`src/rtl/matrix_mul_pkg.sv`:
```
// Shared definitions for the matrix multiplier datapath: state encoding, default sizes
// and width helpers used by the multiplier, the result collector and the writer.
package matrix_mul_pkg;

  localparam int N_DEF = 4;
  localparam int W_DEF = 32;

  typedef enum logic [1:0] {
    ST_COLLECT = 2'd0,
    ST_DRAIN   = 2'd1,
    ST_DONE    = 2'd2
  } collect_state_e;

  // Row/column index width; never narrower than one bit so N=1 still builds.
  function automatic int idx_w(input int n);
    return (n > 1) ? $clog2(n) : 1;
  endfunction

  // Element counter width: must hold the value N*N itself.
  function automatic int cnt_w(input int n);
    return $clog2(n * n + 1);
  endfunction

  function automatic logic idx_in_range(input int idx, input int n);
    return idx < n;
  endfunction

endpackage

```
`src/rtl/matrix_result_collector_result_store.sv`:
```
// N x N element buffer for the result collector: one synchronous write port and one
// combinational read port, both addressed by (row, column). Contents are never reset.
module result_store
  import matrix_mul_pkg::*;
#(
  parameter int N     = N_DEF,
  parameter int W     = W_DEF,
  parameter int IDX_W = idx_w(N)
) (
  input  logic             clk,
  input  logic             we,
  input  logic [IDX_W-1:0] wr_i,
  input  logic [IDX_W-1:0] wr_j,
  input  logic [W-1:0]     wr_data,
  input  logic [IDX_W-1:0] rd_i,
  input  logic [IDX_W-1:0] rd_j,
  output logic [W-1:0]     rd_data
);

  logic [W-1:0] mem_q [N][N];

  always_ff @(posedge clk) begin
    if (we) begin
      mem_q[wr_i][wr_j] <= wr_data;
    end
  end

  assign rd_data = mem_q[rd_i][rd_j];

endmodule

```
`src/rtl/matrix_result_collector.sv`:
```
// Collects multiplier results in any order into an N x N buffer, then streams the full
// matrix out. Define COLLECTOR_TRANSPOSE_EN to drain the transpose instead.
module matrix_result_collector
  import matrix_mul_pkg::*;
#(
  parameter int N     = N_DEF,
  parameter int W     = W_DEF,
  parameter int IDX_W = idx_w(N)
) (
  input  logic             clk,
  input  logic             rst,
  input  logic             clear,
  input  logic [W-1:0]     z_in,
  input  logic [IDX_W-1:0] z_i,
  input  logic [IDX_W-1:0] z_j,
  input  logic             z_stb,
  output logic             z_ack,
  output logic [W-1:0]     out_value,
  output logic [IDX_W-1:0] out_i,
  output logic [IDX_W-1:0] out_j,
  output logic             out_stb,
  input  logic             out_ack,
  output logic             full,
  output logic             dup_err,
  output logic             done,
  output logic [1:0]       dbg_state
);

  localparam int CW = cnt_w(N);
  localparam logic [CW-1:0]    CNT_LAST = CW'(N * N - 1);
  localparam logic [IDX_W-1:0] IDX_LAST = IDX_W'(N - 1);

  collect_state_e          state_q;
  logic [N-1:0][N-1:0]     valid_q;
  logic [CW-1:0]           count_q;
  logic                    z_ack_q;
  logic                    out_stb_q;
  logic                    full_q;
  logic                    dup_err_q;
  logic                    done_q;
  logic [W-1:0]            out_value_q;
  logic [IDX_W-1:0]        out_i_q;
  logic [IDX_W-1:0]        out_j_q;

  logic                    accept;
  logic                    in_range;
  logic                    is_dup;
  logic                    last_accept;
  logic                    last_elem;
  logic [IDX_W-1:0]        nxt_i;
  logic [IDX_W-1:0]        nxt_j;
  logic [IDX_W-1:0]        rd_row;
  logic [IDX_W-1:0]        rd_col;
  logic [IDX_W-1:0]        rd_i;
  logic [IDX_W-1:0]        rd_j;
  logic [W-1:0]            rd_data;
  logic [W-1:0]            first_data;

  // Handshakes: an element is taken on a clk edge where z_stb=1 and z_ack=0; z_ack then
  // pulses high for one cycle. Downstream, out_* is valid while out_stb=1 and is consumed
  // on an edge where out_ack=1; the next element appears on the following cycle.
  assign accept   = (state_q == ST_COLLECT) && z_stb && !z_ack_q && !clear;
  assign in_range = idx_in_range(int'(z_i), N) && idx_in_range(int'(z_j), N);
  assign is_dup   = in_range && valid_q[z_i][z_j];
  assign last_accept = accept && in_range && !is_dup && (count_q == CNT_LAST);
  assign last_elem   = (out_i_q == IDX_LAST) && (out_j_q == IDX_LAST);

  always_comb begin
    nxt_i = out_i_q;
    nxt_j = out_j_q + IDX_W'(1);
    if (out_j_q == IDX_LAST) begin
      nxt_i = out_i_q + IDX_W'(1);
      nxt_j = '0;
    end
  end

  // While collecting, the read port is parked on (0,0) so the first drain element is
  // ready the instant the matrix completes; during DRAIN it looks one element ahead.
  assign rd_row = (state_q == ST_DRAIN) ? nxt_i : '0;
  assign rd_col = (state_q == ST_DRAIN) ? nxt_j : '0;

`ifdef COLLECTOR_TRANSPOSE_EN
  assign rd_i = rd_col;
  assign rd_j = rd_row;
`else
  assign rd_i = rd_row;
  assign rd_j = rd_col;
`endif

  // The final element may itself be (0,0); its write lands on the same edge as the load.
  assign first_data = (z_i == '0 && z_j == '0) ? z_in : rd_data;

  result_store #(
    .N     (N),
    .W     (W),
    .IDX_W (IDX_W)
  ) u_store (
    .clk     (clk),
    .we      (accept && in_range),
    .wr_i    (z_i),
    .wr_j    (z_j),
    .wr_data (z_in),
    .rd_i    (rd_i),
    .rd_j    (rd_j),
    .rd_data (rd_data)
  );

  always_ff @(posedge clk or negedge rst) begin
    if (!rst) begin
      state_q     <= ST_COLLECT;
      valid_q     <= '0;
      count_q     <= '0;
      z_ack_q     <= 1'b0;
      out_stb_q   <= 1'b0;
      full_q      <= 1'b0;
      dup_err_q   <= 1'b0;
      done_q      <= 1'b0;
      out_value_q <= '0;
      out_i_q     <= '0;
      out_j_q     <= '0;
    end else if (clear) begin
      state_q   <= ST_COLLECT;
      valid_q   <= '0;
      count_q   <= '0;
      z_ack_q   <= 1'b0;
      out_stb_q <= 1'b0;
      full_q    <= 1'b0;
      dup_err_q <= 1'b0;
      done_q    <= 1'b0;
    end else begin
      case (state_q)
        ST_COLLECT: begin
          z_ack_q <= accept;
          if (accept) begin
            if (!in_range || is_dup) begin
              dup_err_q <= 1'b1;
            end else begin
              valid_q[z_i][z_j] <= 1'b1;
              count_q           <= count_q + CW'(1);
            end
            // The ack for this last element still pulses on the first DRAIN cycle.
            if (last_accept) begin
              state_q     <= ST_DRAIN;
              full_q      <= 1'b1;
              out_stb_q   <= 1'b1;
              out_value_q <= first_data;
              out_i_q     <= '0;
              out_j_q     <= '0;
            end
          end
        end
        ST_DRAIN: begin
          z_ack_q <= 1'b0;
          if (out_ack) begin
            if (last_elem) begin
              state_q   <= ST_DONE;
              out_stb_q <= 1'b0;
              done_q    <= 1'b1;
            end else begin
              out_value_q <= rd_data;
              out_i_q     <= nxt_i;
              out_j_q     <= nxt_j;
            end
          end
        end
        ST_DONE: begin
          z_ack_q <= 1'b0;
        end
        default: begin
          state_q <= ST_COLLECT;
          z_ack_q <= 1'b0;
        end
      endcase
    end
  end

  assign z_ack     = z_ack_q;
  assign out_value = out_value_q;
  assign out_i     = out_i_q;
  assign out_j     = out_j_q;
  assign out_stb   = out_stb_q;
  assign full      = full_q;
  assign dup_err   = dup_err_q;
  assign done      = done_q;
  assign dbg_state = state_q;

endmodule

```
`config.mk`:
```
export PLATFORM = sky130hd
export DESIGN_NAME = matrix_result_collector
export DESIGN_NICKNAME = d
export VERILOG_FILES = /design/src/rtl/matrix_mul_pkg.sv /design/src/rtl/matrix_result_collector_result_store.sv /design/src/rtl/matrix_result_collector.sv
export SDC_FILE = /design/constraint.sdc
export NUM_CORES = 1
export LEC_CHECK = 0
export ABC_AREA = 1
export BUFFER_PORTS_ARGS = -buffer_cell sky130_fd_sc_hd__buf_4
export CORE_MARGIN = 2
export CORE_UTILIZATION = 55
export DETAILED_ROUTE_END_ITERATION = 8
export PLACE_DENSITY = 0.78
export SYNTH_ARGS = -nofsm -noshare
export SYNTH_HDL_FRONTEND = slang
export SYNTH_SLANG_ARGS = --single-unit
export TNS_END_PERCENT = 10
```
`constraint.sdc`:
```
create_clock -name clk -period 5.45 [get_ports clk]
set_input_delay 0.545 -clock clk [delete_from_list [all_inputs] [get_ports clk]]
set_output_delay 0.545 -clock clk [all_outputs]
set_load 0.005 [all_outputs]
```
=== Word-level counts from Yosys, hierarchy flattened ===
Memory sizes are Yosys's and may differ from the RTL's.
Cells that the tools add are included.

* Output and inout bits: 43
* Memory bits (read-only): 0
* Memories: 1
* Register bits after elaboration: 64
* RAM bits: 512
* Latch bits: 0
* Logic and storage cells: 141

{| class="wikitable"
|+ Memory list
! memory !! depth !! bits a word !! rd ports !! clocked after memory_dff !! write ports !! RTL line !! text
|-
| u_store.mem_q || 4 || 128 || 1 || 0 || 1 || matrix_result_collector_result_store.sv:20 || <nowiki>logic [W-1:0] mem_q [N][N];</nowiki>
|}

* $lt $le $gt $ge: 7
* Add/sub/neg operators: 3
* $mul: 0
* Equality and inequality tests: 15
* Mux-type cells: 65
* Div/mod/pow operators: 0
* Bitwise gates (word level): 4
* Shifts and indexed selects: 0
* Reduce and logical (&&, ||, !) cells: 32

{| class="wikitable"
|+ Operators by type and width
! cell !! count
|-
| $mux W32 || 8
|-
| $mux W128 || 1
|-
| $bmux W32 S2 || 1
|-
| $demux W32 S2 || 1
|-
| $mux W16 || 4
|-
| $pmux W32 S2 || 1
|-
| $mux W2 || 15
|-
| $mux W1 || 20
|-
| $mux W5 || 4
|-
| $or A16 B16 Y16 || 1
|-
| $reduce_bool A2 Y1 || 8
|-
| $ne A2 B2 Y1 const B || 6
|-
| $ne A3 B3 Y1 const B || 4
|-
| $reduce_and A3 Y1 || 4
|-
| $logic_and A1 B1 Y1 || 10
|-
| $reduce_and A5 Y1 || 2
|-
| $bmux W4 S2 || 1
|-
| $demux W4 S2 || 1
|-
| $mux W4 || 2
|-
| $pmux W2 S2 || 2
|-
| $eq A2 B2 Y1 const B || 3
|-
| $ge A3 B3 Y1 const B || 2
|-
| $logic_not A2 Y1 || 3
|-
| $lt A2 B3 Y1 const B || 2
|-
| 15 further kinds || 20
|}

=== Depth between registers and ports, before layout ===
* Depth after elaboration: 11
* Mapped depth: 15

=== Modules after synthesis ===
Synthesis repeated with hierarchy kept, for this count alone.

* Cells, all modules: 2452
* Area, all modules: 25309.3 um2

{| class="wikitable"
|+ Modules (own cells, without submodules)
! module !! area each (um2) !! cells an instance !! times used !! seq. area each (um2)
|-
| result_store || 22123.7 || 2089 || 1 || 15374.7
|-
| matrix_result_collector || 3185.6 || 363 || 1 || 1601.5
|}

=== Worst setup path after synthesis ===
Ideal clock, no wire load.

* Path kind: register to register
* Start: reg state_q[1] (netlist: dbg_state[1])
* End: mem u_store.mem_q[0][0] (netlist name) (enable)
* Buffers on the path: 0
* Required time: 4.948 ns
* Arrival time: 4.357 ns
* Setup time: 0.502 ns
* Stages on the path, launching flop included: 6
* Slack: 0.592 ns
* Cells stage by stage: dfrtp_1 nor2_1 nand2_1 nor2_2 clkinv_1 nor4_1

* Longest elaborated chain between the ends: 6

{| class="wikitable"
|+ Ends and longest elaborated chain
! item !! RTL line !! text
|-
| start, declared || matrix_result_collector.sv:33 || <nowiki>collect_state_e state_q;</nowiki>
|-
| start signal, assigned || matrix_result_collector.sv:110 || <nowiki>state_q <= ST_COLLECT;</nowiki>
|-
| start signal, assigned || matrix_result_collector.sv:122 || <nowiki>state_q <= ST_COLLECT;</nowiki>
|-
| start signal, assigned || matrix_result_collector.sv:143 || <nowiki>state_q <= ST_DRAIN;</nowiki>
|-
| $logic_not A2 Y1 || matrix_result_collector.sv:62 || <nowiki>assign accept = (state_q == ST_COLLECT) && z_stb && !z_ack_q && !clear;</nowiki>
|-
| $logic_and A1 B1 Y1 (3 in a row) || matrix_result_collector.sv:62 ||
|-
| $mux W1 || matrix_result_collector_result_store.sv:23 || <nowiki>if (we) begin</nowiki>
|-
| $mux W128 (not written as such) || matrix_result_collector_result_store.sv:24 || <nowiki>mem_q[wr_i][wr_j] <= wr_data;</nowiki>
|-
| end, declared || matrix_result_collector_result_store.sv:20 ||
|}

Every way passes these cells.

=== Final worst setup path ===
* Start: reg out_j_q[0] (netlist: out_j[0])
* End: reg out_value_q[29] (netlist: out_value[29])

* Longest elaborated chain between the ends: 11

{| class="wikitable"
|+ Ends and longest elaborated chain
! item !! RTL line !! text
|-
| start, declared || matrix_result_collector.sv:43 || <nowiki>logic [IDX_W-1:0] out_j_q;</nowiki>
|-
| start signal, assigned || matrix_result_collector.sv:162 || <nowiki>out_j_q <= nxt_j;</nowiki>
|-
| $eq A2 B2 Y1 or $add A2 B1 Y2 (tied branches) || matrix_result_collector.sv:66, matrix_result_collector.sv:71, matrix_result_collector.sv:70 ||
|-
| $mux W2 || matrix_result_collector.sv:71 || <nowiki>if (out_j_q == IDX_LAST) begin</nowiki>
|-
| $mux W2, on equally long branches || matrix_result_collector.sv:79, matrix_result_collector.sv:80 ||
|-
| $mem_v2 Z4 W128 or $not A2 Y3 (tied branches) || -- ||
|-
| $bmux W32 S2 || matrix_result_collector_result_store.sv:28 || <nowiki>assign rd_data = mem_q[rd_i][rd_j];</nowiki>
|-
| $mux W32 (not written as such) (2 in a row) || matrix_result_collector_result_store.sv:28 ||
|-
| $mux W32 || matrix_result_collector.sv:91 || <nowiki>assign first_data = (z_i == '0 && z_j == '0) ? z_in : rd_data;</nowiki>
|-
| $mux W32 || matrix_result_collector.sv:142 || <nowiki>if (last_accept) begin</nowiki>
|-
| $mux W32 || matrix_result_collector.sv:134 || <nowiki>if (accept) begin</nowiki>
|-
| $pmux W32 S2 || matrix_result_collector.sv:131 || <nowiki>case (state_q)</nowiki>
|-
| end signal, assigned || matrix_result_collector.sv:146 || <nowiki>out_value_q <= first_data;</nowiki>
|-
| end signal, assigned || matrix_result_collector.sv:160 || <nowiki>out_value_q <= rd_data;</nowiki>
|-
| end, declared || matrix_result_collector.sv:41 || <nowiki>logic [W-1:0] out_value_q;</nowiki>
|}

Several ways; a longest one is shown, not always the timed one. The select of a mux whose other input is x is not followed.
A chain may end at the register's enable or synchronous reset.

==> results.yml <==
global_routing:
  grt_antenna_before_repair: 1
  grt_first_pass_wirelength_mm: 104
  grt_pass1_vias: 18700
  grt_use_total_pct: 27.2
  grt-ovfl-total: 0
  grt_max_degree: 129
synthesis:
  yosysSeqAreaShare_pct: 65.0
  synth_area_um2: 26100
  synth_cells: 2554
  synth.area.top_cells: "edfxtp_1, nand3_1, inv_1"
  synth_top_area_cell: "edfxtp_1"
  ys_warn_count: 0
  synth_nets: 2599
  ys_ff_latch: 576
  synth_xor_area_share_pct: 0
  synth_top_area_share_pct: 58.9
  synth_cell_type_count: 33
  ys.flop_type: "edfxtp_1"
  synth_fa_ha_area_share_pct: 0.192
  syn_area_per_cell_um2: 10.2
  async_reset_ff_share_pct: 11.1
  synth_compound_area_share_pct: 1.42
  synth-edff-count: 512
  synth_mux_area_share_pct: 0
  synth_top_family_by_area: "simple AND/OR/NAND/NOR gates"
  synth-simple-area-share_pct: 23.0
critical_path:
  r2r-end: "out_value[29]$_DFFE_PN0P_"
  reg2reg_depth: 13
  critPathRequiredTime_ns: 5.95
  setup.worst_path.end_class: "flop"
  crit_path_cell_trace: "ha_1, inv_2, nand2_8, nand3_4, buf_4, nand2_1, o21ai_0, nand2_1, nand3_1, nand3_1, nand3_1, nand3_1, nand2_1"
  crit_top_cell: "nand3_1"
  worstPathMaxFanout: 85
  worstSetupStartpointType: "flop"
  r2r-start: "out_j[0]$_DFFE_PN0P_"
  critPathMaxStageDelay_ns: 0.94
  crit_arrival_ns: 4.27
  critPathKind: "flop to flop"
  crit_family: "simple AND/OR/NAND/NOR gates"
  path_buf_inv: 2
  crit_slowest_cell: "nand3_4"
  worst-r2r-setup-slack_ns: 1.67
placement:
  port_buffers: 83
  dp_cells: 3115
  hpwl_mm: 34.9
  gp_congestion: 0.812
  postPlaceCellArea_um2: 27200
die:
  dieHeight_um: 222
  core_um2: 46700
  io_pins: 84
  num_rows: 79
  dieArea_um2: 49200
  die_w_um: 222
  start_util_pct: 55.9
timing:
  max-slew-margin-rel_pct: 22.7
  setup_viol: 0
  fmax_mhz: 265
  timing.final.crit_share_pct: 69.3
  finalCriticalPeriod_ns: 3.78
  final_max_slew_viol_count: 0
  finalSetupTns_ns: 0
  hold_viol: 0
  worst_clock_skew_ns: 0.0141
  tightest_slew_ns: 1.16
  rsz0062_at_grt: "false"
cells_and_area:
  layout_commonest_cell: "edfxtp_1"
  instances_no_fill: 3217
  final_core_util_pct: 62.0
  syn2layout_area_growth_pct: 10.8
  diodes: 0
  design_area_um2: 28900
  fillers: 3577
  layout.nets: 2611
  layout_common_cells: "edfxtp_1, inv_1, nand3_1"
  final_layout_size_suffix_gt1_share_pct: 10.4
route:
  viasPerCell: 5.91
  drc: 0
  ant_nets: 0
  vias: 19000
  wl_mm: 67.3
  drt_iter0_drc: 2347
  wl_per_cell_um: 20.9
  dr.pass1.iters: 5
run:
  maxCapViolations: 0
clocking:
  clock_path_buffers: 3
  clock_latency_ns: 0.60
  postCtsHoldBufs: 0
  clkTransAtPathRegs_ns: 0.06
  cts_resized: 0
  clock_tree.root_cell: "clkbuf_16"
  postCtsSetupBuffers: 0
  cts_tree: "built"
  cts_sinks: 576
  numCtsBuffers: 56
  ctsHtreeMaxLevel: 2
power_and_ir_drop:
  p_leak_nw: 12.4
  irDropWorstVdd_uv: 306
  p_per_area_nw_per_um2: 306
status:
  status: "complete, no violations"
min_path:
  hp-class: "input pin to async pin"
==> how the worst max path moves through the flow <==
stage                                   from                              end  slack, ns  cells after the start
CTS                 dbg_state[1]$_DFFE_PN0P_  u_store.mem_q[1][107]$_DFFE_PP_       1.72                      6
global placement    dbg_state[1]$_DFFE_PN0P_  u_store.mem_q[1][109]$_DFFE_PP_       1.71                      6
global route            out_j[0]$_DFFE_PN0P_        out_value[31]$_DFFE_PN0P_       1.33                     12
detailed placement      out_j[0]$_DFFE_PN0P_        out_value[29]$_DFFE_PN0P_       1.76                     13
finish                  out_j[0]$_DFFE_PN0P_        out_value[29]$_DFFE_PN0P_       1.67                     13
floorplan           dbg_state[1]$_DFFE_PN0P_    u_store.mem_q[0][0]$_DFFE_PP_       0.59                      5
==> worst register-to-register path: stages, from the launching register on <==
cell	delay, ns
dfrtp_1	0.40
ha_1	0.40
inv_2	0.13
nand2_8	0.36
nand3_4	0.96
buf_4	0.62
nand2_1	0.09
o21ai_0	0.11
nand2_1	0.13
nand3_1	0.10
nand3_1	0.12
nand3_1	0.09
nand3_1	0.11
nand2_1	0.05
==> power by group <==
part           leakage [nW]  internal, W  switching, W  total (W)
Clock                 0.833      0.00208       0.00163    0.00371
Combinational          6.06    0.0000694      0.000207   0.000277
Sequential             5.46      0.00485     0.0000184    0.00487
Total                  12.4      0.00700       0.00185    0.00885
==> cells by family (layout without fill, tap and decap cells) <==
kind of cell / after synthesis / in the layout
DFF: 576 / 576
and+or+nand+nor: 1234 / 1234
buffers and inverters: 676 / 732
AOI/OAI and AO/OA: 64 / 64
adders and majority gates: 4 / 4
==> routing by layer <==
layer  wire [µm]  track usage, %
met5          13               0
met4        2500            12.2
met3        6970            4.89
met2       31800            43.7
met1       26000            36.6
==> Yosys cell counts, types with 7 or more instances <==
master    number
inv_1        499
nand3_1      477
nand4_1      227
nand3_2       11
o21ai_0       36
dfrtp_1       64
buf_2         88
or2_2         25
nor2_1        44
buf_1          8
nand2_1      428
clkbuf_1      70
or2_0          7
o21a_1        13
edfxtp_1     512
o21ai_1        7
==> cell type report <==
cell class	instances	area, µm²	area share (%)
flip-flops and latches	576	17000	58.7
multi-input cells	1302	6600	22.8
inverters	504	1900	6.56
clock buffers	81	1570	5.42
repair buffers	126	971	3.36
well taps	607	759	2.63
clock inverters	21	151	0.523
==> registers in the layout, indices dropped and copies added, names as in the netlist <==
| name | count |
|---|---|
| u_store.mem_q | 512 |
| out_value | 32 |
| valid_q | 16 |
| count_q | 5 |
| dbg_state | 2 |
| out_i | 2 |
| out_j | 2 |
| done | 1 |
| dup_err | 1 |
| full | 1 |
| out_stb | 1 |
| z_ack | 1 |
==> through the flow <==
stage / hold slack (ns) / setup slack (ns) / total power, W
2_1_floorplan: 0.249 / 0.592 / 0.00507
3_3_place_gp: 0.462 / 1.71 / 0.00523
3_5_place_dp: 0.467 / 1.76 / 0.00524
4_1_cts: 0.136 / 1.72 / 0.00887
5_1_grt: 0.170 / 1.33 / 0.00906
6_report: 0.102 / 1.67 / 0.00885
Power figures use the tool's default switching activity.
